<file path="config.mk">
export PLATFORM = sky130hd
export DESIGN_NAME = pulse_stretcher
export DESIGN_NICKNAME = d
export VERILOG_FILES = /design/src/rtl/pulse_stretcher.sv
export SDC_FILE = /design/constraint.sdc
export NUM_CORES = 1
export LEC_CHECK = 0
export CAP_MARGIN = 20
export CORE_AREA = 2 2 39 41
export DETAILED_ROUTE_END_ITERATION = 7
export DIE_AREA = 0 0 41 43
export PLACE_DENSITY_LB_ADDON = 0.2
export SKIP_CTS_REPAIR_TIMING = 1
export SYNTH_ARGS = -nofsm -noshare
export SYNTH_HDL_FRONTEND = slang
export SYNTH_SLANG_ARGS = --single-unit
</file>
<file path="constraint.sdc">
create_clock -name CLK -period 2.2 [get_ports CLK]
set_input_delay 0.33 -clock CLK [delete_from_list [all_inputs] [get_ports CLK]]
set_output_delay 0.33 -clock CLK [all_outputs]
set_load 0.02 [all_outputs]
</file>
<file path="src/rtl/pulse_stretcher.sv">
// pulse_stretcher: stretches single-cycle events into fixed-width visible pulses, queueing
// events that arrive mid-pulse and flagging the ones that do not fit.
module pulse_stretcher #(
  parameter int P_ON_TH       = 10,
  parameter int P_OFF_TH      = 10,
  parameter int P_MAX_PENDING = 3
)(
  input  logic CLK,
  input  logic RST_N,
  input  logic in,
  output logic out,
  output logic busy,
  output logic overflow
);
  localparam int TW = $clog2((P_ON_TH > P_OFF_TH ? P_ON_TH : P_OFF_TH) + 1);
  localparam int PW = $clog2(P_MAX_PENDING + 1);
  localparam logic [TW-1:0] T_ON  = TW'(P_ON_TH - 1);
  localparam logic [TW-1:0] T_OFF = TW'(P_OFF_TH - 1);
  localparam logic [PW-1:0] P_MAX = PW'(P_MAX_PENDING);
  typedef enum logic [1:0] {IDLE, ON, OFF} state_t;
  state_t          state;
  logic [TW-1:0]   timer;
  logic [PW-1:0]   pending;
  logic            expired;
  logic            full;
  logic            gap_end;
  assign expired = timer == '0;
  assign full    = pending == P_MAX;
  assign gap_end = state == OFF && expired;
  always_ff @(posedge CLK or negedge RST_N) begin
    if (!RST_N) begin
      state    <= IDLE;
      timer    <= '0;
      pending  <= '0;
      out      <= 1'b0;
      busy     <= 1'b0;
      overflow <= 1'b0;
    end else begin
      overflow <= 1'b0;
      // at the end of a gap the event (queued or fresh) is consumed, so it never queues there
      if (state != IDLE && !gap_end && in) begin
        if (full) overflow <= 1'b1;
        else      pending  <= pending + PW'(1);
      end
      if (state == IDLE) begin
        if (in) begin
          state <= ON;
          timer <= T_ON;
          out   <= 1'b1;
          busy  <= 1'b1;
        end
      end else if (!expired) begin
        timer <= timer - TW'(1);
      end else if (state == ON) begin
        state <= OFF;
        timer <= T_OFF;
        out   <= 1'b0;
      end else if (pending != '0 || in) begin
        state <= ON;
        timer <= T_ON;
        out   <= 1'b1;
        if (pending != '0) pending <= pending - PW'(!in);
      end else begin
        state <= IDLE;
        busy  <= 1'b0;
      end
    end
  end
endmodule
</file>
==> results of run 1 <==
flip-flops by register name, summed over array words and instances, names as in the netlist:
register,flops
busy,1
out,1
overflow,1
pending,2
state,2
timer,4
routing by layer:
metal	routed length [um]	vias to the layer above	global-route usage (%)
met3	47	4	6.28
met1	624	233	23.4
met5	0	-	0
met2	461	9	20.3
li1	-	249	-
met4	42	0	14.0
cells by family after synthesis:
group / share of synthesized area, %
XOR/XNOR: 1.40
flip-flops: 44.1
buffers and inverters: 3.61
AND/OR/NAND/NOR: 18.0
AO/OA/AOI/OAI: 26.9
adder cells (fa/ha/maj): 6.01
Yosys cell counts:
cell type	instances
a21oi_1	4
and2_4	1
o221a_1	1
a21boi_1	1
o211a_1	1
nor3_1	1
or4b_4	1
inv_1	5
ha_1	3
nor2_1	3
and3_1	1
o21a_1	1
o32ai_1	1
xnor2_1	1
or3b_1	1
nand3_1	1
o31a_1	2
and4bb_2	1
a22o_1	1
a211o_1	1
a211oi_1	1
a221oi_1	1
clkbuf_1	1
o22a_1	1
dfrtp_1	11
nor3b_1	1
o311a_1	1
nand2_1	4
o21ai_0	2
o21bai_1	1
or2_1	1
o31ai_1	1
o211ai_1	1
nand4_1	1
nor2b_1	1
power by group through the flow:
stage / registers (mW) / clock network [mW] / logic, mW
global placement: 0.377 / 0 / 0.391
finish: 0.378 / 0.138 / 0.393
detailed placement: 0.378 / 0 / 0.395
floorplan: 0.385 / 0 / 0.267
global route: 0.392 / 0.155 / 0.440
CTS: 0.375 / 0.145 / 0.394
worst max-delay path, cell delays in order (launching register included):
cell and delay [ns]:
dfrtp_1 0.42, inv_1 0.10, ha_1 0.21, or4b_4 0.48
and2_4 0.16, o31a_1 0.23
area by class of cell:
| class | count | area (um^2) |
|---|---|---|
| sequential | 11 | 275 |
| fill | 135 | 659 |
| timing repair buffer | 6 | 57.6 |
| inverter | 5 | 18.8 |
| tap | 16 | 20.0 |
| clock buffer | 4 | 26.3 |
| multi-input combinational | 44 | 327 |
worst min path at each step:
stage / start / to / slack [ns] / cells past startpoint
2_1_floorplan: RST_N / busy / 0.03 / 0
3_3_place_gp: out / out / 0.49 / 1
3_5_place_dp: out / out / 0.50 / 1
4_1_cts: RST_N / state[0] / 0.39 / 1
5_1_grt: RST_N / state[0] / 0.44 / 1
6_report: RST_N / state[0] / 0.39 / 1
==> impl_metrics.py, run 1 <==
metrics = {
    "critical_path": {
        "required_ns": 2.36,
        "critPathLaunch": "timer[0]",
        "r2r-end": "pending[1]",
        "critPathCaptureType": "register",
        "worstSetupStartpointType": "register",
        "critPathKind": "register to register",
        "path_max_fanout": 5,
        "reg2regPathDepth": 5,
        "r2r_setup_slack_ns": 0.48,
        "cp.arrival_ns": 1.88,
        "crit_end": "pending[1]",
        "timing.rr.start": "timer[0]",
    },
    "clock_network": {
        "cts_buffers": 3,
        "cts_tree": "yes",
        "clkTransAtPathRegs_ns": 0.07,
        "h-tree-depth": 1,
        "cts_root_buffer": "clkbuf_4",
        "clockBufferDepth": 2,
        "clkSinkCount": 11,
        "clkLatencyLatePin_ns": 0.27,
    },
    "routing": {
        "post_drt_via_cell_ratio": 5.76,
        "firstDrtPassIters": 3,
        "detail-route-antenna-nets": 0,
        "wl_per_cell_um": 13.7,
        "vias": 495,
        "drt-total-wl_um": 1180,
        "drt-initial-drc-count": 2,
        "drc": 0,
    },
    "global_routing": {
        "grt_pass1_vias": 428,
        "gr-usage-all-layers_pct": 17.1,
        "grt_max_degree": 12,
        "grt-ovfl-total": 0,
        "antenna_found_initial": 0,
        "grt_pass1_wl_um": 1900,
    },
    "die": {
        "core_area_mm2": 0.00138,
        "die_area_mm2": 0.00176,
        "die_y_um": 43,
        "die_width_um": 41,
        "initial_core_util_pct": 45.1,
        "io_pins": 6,
        "rows": 14,
    },
    "sta": {
        "fmaxAchievable_mhz": 582,
        "hold_ws_ns": 0.386,
        "rsz0062_at_grt": "no",
        "skew_ns": 0.00396,
        "slew_viol_final": 0,
        "worst_pin_slew_ns": 0.489,
        "max_slew_margin_pct": 67.3,
        "timing.final.hold_violations": 0,
        "finalCriticalPeriod_ns": 1.72,
        "worst_slack_ns": 0.481,
        "setup_viol": 0,
        "min_period_over_period_pct": 78.2,
        "fin_tns_setup_ns": 0,
    },
    "placed_design": {
        "io_buffers": 5,
        "routabilityCongestion": 0.835,
        "placed_cells": 82,
        "place_area_um2": 698,
        "hpwl_um": 841,
        "pre_cts_ws_ns": 0.504,
    },
    "pwr": {
        "p_total_mw": 0.909,
        "ir_drop_uv": 493,
        "power.density_mw_per_mm2": 1250,
        "p_leak_nw": 0.318,
        "seq_power_share_pct": 41.6,
        "p_comb_share_pct": 43.2,
        "clkPwrFrac_pct": 15.2,
        "power.switching_mw": 0.353,
        "netSwitchingFraction_pct": 38.8,
        "p_int_mw": 0.556,
    },
    "logic_synthesis": {
        "syn-num-nets": 67,
        "synth_area_um2": 624,
        "yosys_warnings": 0,
        "synthTopCellsByArea": "dfrtp_1 44%, ha_1 6.0%, a21oi_1 3.2%",
        "yosysSeqAreaShare_pct": 44.1,
        "syn_inst": 61,
        "synth_top_cell_by_area": "dfrtp_1",
        "synth_top_area_share_pct": 44.1,
        "syn_area_per_cell_um2": 10.2,
        "synth_cell_types": 35,
        "ys_ff_latch": 11,
    },
    "final_layout": {
        "diodes": 0,
        "final_cell_count_no_fill": 86,
        "layout_commonest_cell": "dfrtp_1",
        "drive_above_1_share_pct": 10.0,
        "fin_nets": 77,
        "area_delta_synth_final_pct": 16.0,
        "fin_util_pct": 52.4,
        "layout_common_cells": "11 x dfrtp_1, 5 x inv_1, 5 x clkdlybuf4s50_1",
        "final_area_um2": 724,
    },
    "worst_hold_path": {
        "hold_path_class": "input port to asynchronous set/reset pin",
    },
    "status": {
        "run_status": "finished, final reports clean",
    },
    "flow_run": {
        "maxCapViolations": 0,
    },
}
(Power assumes the default switching activity.)
==> run 2, diff against run 1 <==
CORE_AREA = not set   (was 2 2 39 41)
CORE_MARGIN = 2   (was not set)
CORE_UTILIZATION = 47   (was not set)
DIE_AREA = not set   (was 0 0 41 43)
clock period = 1.4 ns   (was 2.2 ns; I/O delays follow)
==> run 2 against run 1 <==
  * The flow now finishes with violations (negative setup slack)
  * Sequential share of layout area fell by 8.6 points
  * Core utilization is 22 points higher
  * Worst hold slack worse by 0.12 ns
  * Wire length grew 53%
  * Largest power group unchanged
==> impl_metrics.py, run 2 (synthesis results as in run 1) <==
metrics = {
    "final_layout": {
        "layout_common_cells": "20 x buf_4, 11 x dfrtp_1",
        "reg.largest.list": "timer (4), pending (2), state (2)",
        "fin_nets": 96,
        "diodes": 0,
        "area_delta_synth_final_pct": 50.1,
        "largest_reg_flops": 4,
        "layout_commonest_cell": "buf_4",
        "fill_cells": 92,
        "final_cell_count_no_fill": 104,
        "largest-register": "timer",
        "drive_above_1_share_pct": 42.7,
    },
    "routing": {
        "detail-route-antenna-nets": 0,
        "wl_per_cell_um": 17.3,
        "drc": 0,
        "firstDrtPassIters": 4,
        "post_drt_via_cell_ratio": 6.10,
        "vias": 634,
        "drt-initial-drc-count": 19,
        "drt-total-wl_um": 1800,
    },
    "clock_network": {
        "clkTransAtPathRegs_ns": 0.07,
        "cts_buffers": 3,
        "clockBufferDepth": 2,
        "h-tree-depth": 1,
        "cts_tree": "yes",
        "clkSinkCount": 11,
        "clkLatencyLatePin_ns": 0.27,
        "cts_root_buffer": "clkbuf_4",
    },
    "sta": {
        "fmaxAchievable_mhz": 627,
        "slew_viol_final": 0,
        "fin_tns_setup_ns": -0.911,
        "setup_viol": 8,
        "max_slew_margin_pct": 66.7,
        "min_period_over_period_pct": 114,
        "timing.final.hold_violations": 0,
        "worst_pin_slew_ns": 0.498,
        "worst_slack_ns": -0.195,
        "rsz0062_at_grt": "yes",
        "skew_ns": 0.000898,
        "finalCriticalPeriod_ns": 1.59,
    },
    "placed_design": {
        "hpwl_um": 1150,
        "io_buffers": 5,
        "placed_cells": 98,
        "routabilityCongestion": 0.888,
    },
    "critical_path": {
        "cp.arrival_ns": 1.75,
        "critPathCaptureType": "register",
        "worstSetupStartpointType": "register",
        "critPathKind": "register to register",
        "path_max_fanout": 3,
        "required_ns": 1.56,
    },
    "pwr": {
        "p_int_mw": 1.15,
        "clkPwrFrac_pct": 11.9,
        "ir_drop_uv": 1060,
        "seq_power_share_pct": 29.0,
        "power.density_mw_per_mm2": 2010,
        "p_comb_share_pct": 59.0,
        "netSwitchingFraction_pct": 38.9,
        "power.switching_mw": 0.734,
        "p_leak_nw": 0.453,
    },
    "global_routing": {
        "grt_pass1_vias": 569,
        "antenna_found_initial": 0,
        "grt_max_degree": 12,
        "grt_pass1_wl_um": 2530,
        "gr-usage-all-layers_pct": 24.4,
        "grt-ovfl-total": 0,
    },
    "flow_run": {
        "maxCapViolations": 0,
    },
    "worst_hold_path": {
        "hold_path_class": "input port to asynchronous set/reset pin",
    },
    "die": {
        "die_area_mm2": 0.00164,
        "die_y_um": 40.4,
        "die_width_um": 40.4,
        "rows": 13,
        "io_pins": 6,
        "initial_core_util_pct": 49.2,
        "core_area_mm2": 0.00127,
    },
    "status": {
        "run_status": "complete, but fails checks",
        "violations": "negative setup slack",
    },
}
## run 2: path summary, 6_finish.rpt
kind,from,end,slack (ns),cells past startpoint
max in group asynchronous,RST_N,timer[3],0.80,1
hold reg to reg,out,out,0.51,1
min in group CLK,out,out,0.51,1
hold / removal,RST_N,overflow,0.27,1
setup reg to reg,timer[1],pending[1],-0.19,5
setup / recovery,timer[1],pending[1],-0.19,5
## run 2: worst max-delay path: stages (launching register included)
cell and delay, ns:
dfrtp_1 0.39, inv_2 0.09, ha_4 0.14, or4b_4 0.47, and2_4 0.17, o31a_1 0.23
## run 2: power by group through the flow
stage	clock [mW]	sequential (mW)	combinational (mW)
after global routing	0.238	0.564	1.20
after floorplan	0	0.610	0.429
after detailed placement	0	0.541	0.932
after CTS	0.227	0.535	0.939
after global placement	0	0.539	0.905
final	0.225	0.548	1.11
## run 2: cell type report
class                   instances  area (um^2)  area share, %
multi-input cells              44          390           41.7
flip-flops and latches         11          275           29.4
repair buffers                 25          208           22.2
clock buffers                   4         26.3           2.80
inverters                       5         18.8           2.00
well taps                      15         18.8           2.00
## run 2: stage by stage
step	hold WS, ns	power (mW)	area, um^2	util (%)	setup slack [ns]
5_1_grt	0.328	2.01	937	73.9	-0.241
4_1_cts	0.286	1.70	862	67.9	-0.220
3_3_place_gp	0.490	1.44	836	65.9	-0.161
3_5_place_dp	0.503	1.47	836	65.9	-0.199
6_report	0.269	1.89	937	73.9	-0.195
2_1_floorplan	-0.0856	1.04	636	-	-0.193
## run 2: layer usage
layer  GRT usage (%)  share of wire [%]  up-vias
met5               0                  0        -
met4            12.5                2.4        0
met3            3.33                4.7        9
met2            40.5                 50       26
met1            30.4                 43      311
li1                -                  -      288
==> run 3, diff against run 2 <==
GPL_ROUTABILITY_DRIVEN = 0   (was not set)
SETUP_SLACK_MARGIN = 0.02   (was not set)
==> run 3 against run 2 <==
  * The run still ends with negative setup slack left
  * Critical endpoint unchanged
  * Cell area did not move
  * Maximum frequency did not move
  * Sequential power barely moved
  * Combinational power barely moved
  * Via count did not move
  * Largest power group unchanged
  * Flip-flop and latch count did not move
  * Total power did not move
  * Cell count did not move
  * Register-to-register slack barely moved
  * Clock skew did not move
  * Count of clock-buffer cells in the layout did not move
  * Die area did not move
==> impl_metrics.py, run 3 (synthesis results as in run 1) <==
metrics = {
    "sta": {
        "slew_viol_final": 0,
        "worst_slack_ns": -0.195,
        "worst_pin_slew_ns": 0.498,
        "fmaxAchievable_mhz": 627,
        "max_slew_margin_pct": 66.7,
        "finalCriticalPeriod_ns": 1.59,
        "hold_ws_ns": 0.269,
        "rsz0062_at_grt": "yes",
        "timing.final.hold_violations": 0,
        "setup_viol": 8,
        "skew_ns": 0.000898,
        "min_period_over_period_pct": 114,
    },
    "clock_network": {
        "cts_root_buffer": "clkbuf_4",
        "clockBufferDepth": 2,
        "clkSinkCount": 11,
        "clkLatencyLatePin_ns": 0.27,
        "h-tree-depth": 1,
        "cts_buffers": 3,
        "cts_tree": "yes",
        "clkTransAtPathRegs_ns": 0.07,
    },
    "pwr": {
        "p_total_mw": 1.89,
        "p_leak_nw": 0.453,
        "ir_drop_uv": 1060,
        "power.density_mw_per_mm2": 2010,
    },
    "routing": {
        "firstDrtPassIters": 4,
        "post_drt_via_cell_ratio": 6.10,
        "wl_per_cell_um": 17.3,
        "vias": 634,
        "detail-route-antenna-nets": 0,
        "drt-total-wl_um": 1800,
        "drt-initial-drc-count": 19,
        "drc": 0,
    },
    "final_layout": {
        "drive_above_1_share_pct": 42.7,
        "area_delta_synth_final_pct": 50.1,
        "layout_common_cells": "20 x buf_4, 11 x dfrtp_1",
        "layout_commonest_cell": "buf_4",
        "fin_nets": 96,
        "diodes": 0,
        "largest-register": "timer",
        "largest_reg_flops": 4,
        "reg.largest.list": "timer (4), pending (2), state (2)",
    },
    "die": {
        "rows": 13,
        "io_pins": 6,
        "core_area_mm2": 0.00127,
        "initial_core_util_pct": 49.2,
        "die_y_um": 40.4,
        "die_area_mm2": 0.00164,
        "die_width_um": 40.4,
    },
    "critical_path": {
        "slowest_delay_ns": 0.47,
        "path_max_fanout": 3,
        "r2r_setup_slack_ns": -0.19,
        "crit_chain": "inv_2, ha_4, or4b_4, and2_4, o31a_1",
        "reg2regPathDepth": 5,
        "timing.rr.start": "timer[1]",
        "critPathKind": "register to register",
        "cpMaxStageDelayCell": "or4b_4",
        "cp.arrival_ns": 1.75,
        "required_ns": 1.56,
        "critPathCaptureType": "register",
        "r2r-end": "pending[1]",
        "worstSetupStartpointType": "register",
    },
    "status": {
        "run_status": "complete, but fails checks",
        "violations": "negative setup slack",
    },
    "global_routing": {
        "antenna_found_initial": 0,
        "grt_max_degree": 12,
        "gr-usage-all-layers_pct": 24.4,
        "grt-ovfl-total": 0,
        "grt_pass1_wl_um": 2530,
        "grt_pass1_vias": 569,
    },
    "placed_design": {
        "io_buffers": 5,
        "pre_cts_ws_ns": -0.199,
        "hpwl_um": 1150,
    },
    "worst_hold_path": {
        "hold_path_class": "input port to asynchronous set/reset pin",
    },
    "flow_run": {
        "maxCapViolations": 0,
    },
}
run 3: cell type report:
cell class,count,area (um^2)
Tap cell,15,18.8
Inverter,5,18.8
Multi-Input combinational cell,44,390
Fill cell,92,332
Clock buffer,4,26.3
Sequential cell,11,275
Timing Repair Buffer,25,208
run 3: per-layer routing:
layer / wire length [um] / share of wire (%) / track usage (%) / vias to the layer above
met5: 0 / 0 / 0 / -
met4: 44 / 2.4 / 12.5 / 0
met3: 84 / 4.7 / 3.33 / 9
met2: 903 / 50 / 40.5 / 26
met1: 764 / 43 / 30.4 / 311
li1: - / - / - / 288
run 3: power by group:
part	internal, mW	leakage (nW)	switching (mW)
sequential	0.445	0.121	0.102
clock	0.110	0.0150	0.114
combinational	0.596	0.317	0.517
total	1.15	0.453	0.734
run 3: how the worst max path moves through the flow:
| stage | startpoint | cells past startpoint | slack (ns) | end |
|---|---|---|---|---|
| finish | timer[1] | 5 | -0.19 | pending[1] |
| global route | timer[1] | 5 | -0.24 | pending[1] |
| CTS | timer[1] | 5 | -0.22 | pending[1] |
| detailed placement | timer[1] | 5 | -0.20 | pending[1] |
| global placement | timer[0] | 5 | -0.16 | pending[1] |
| floorplan | timer[0] | 5 | -0.19 | pending[1] |
run 3: through the flow:
step / setup TNS, ns / std cells / util (%) / cell area (um^2)
2_1_floorplan: -0.454 / 61 / - / 636
3_3_place_gp: -0.834 / 98 / 65.9 / 836
3_5_place_dp: -1.22 / 98 / 65.9 / 836
4_1_cts: -1.62 / 102 / 67.9 / 862
5_1_grt: -1.48 / 104 / 73.9 / 937
6_report: -0.911 / 104 / 73.9 / 937
run 3: worst max-delay path, delay by kind of cell, from the launching register on:
family | cells | cell delay, ns
AOI/OAI and AO/OA | 1 | 0.23
adders and majority gates | 1 | 0.14
buffers and inverters | 1 | 0.09
DFF | 1 | 0.39
and+or+nand+nor | 2 | 0.64
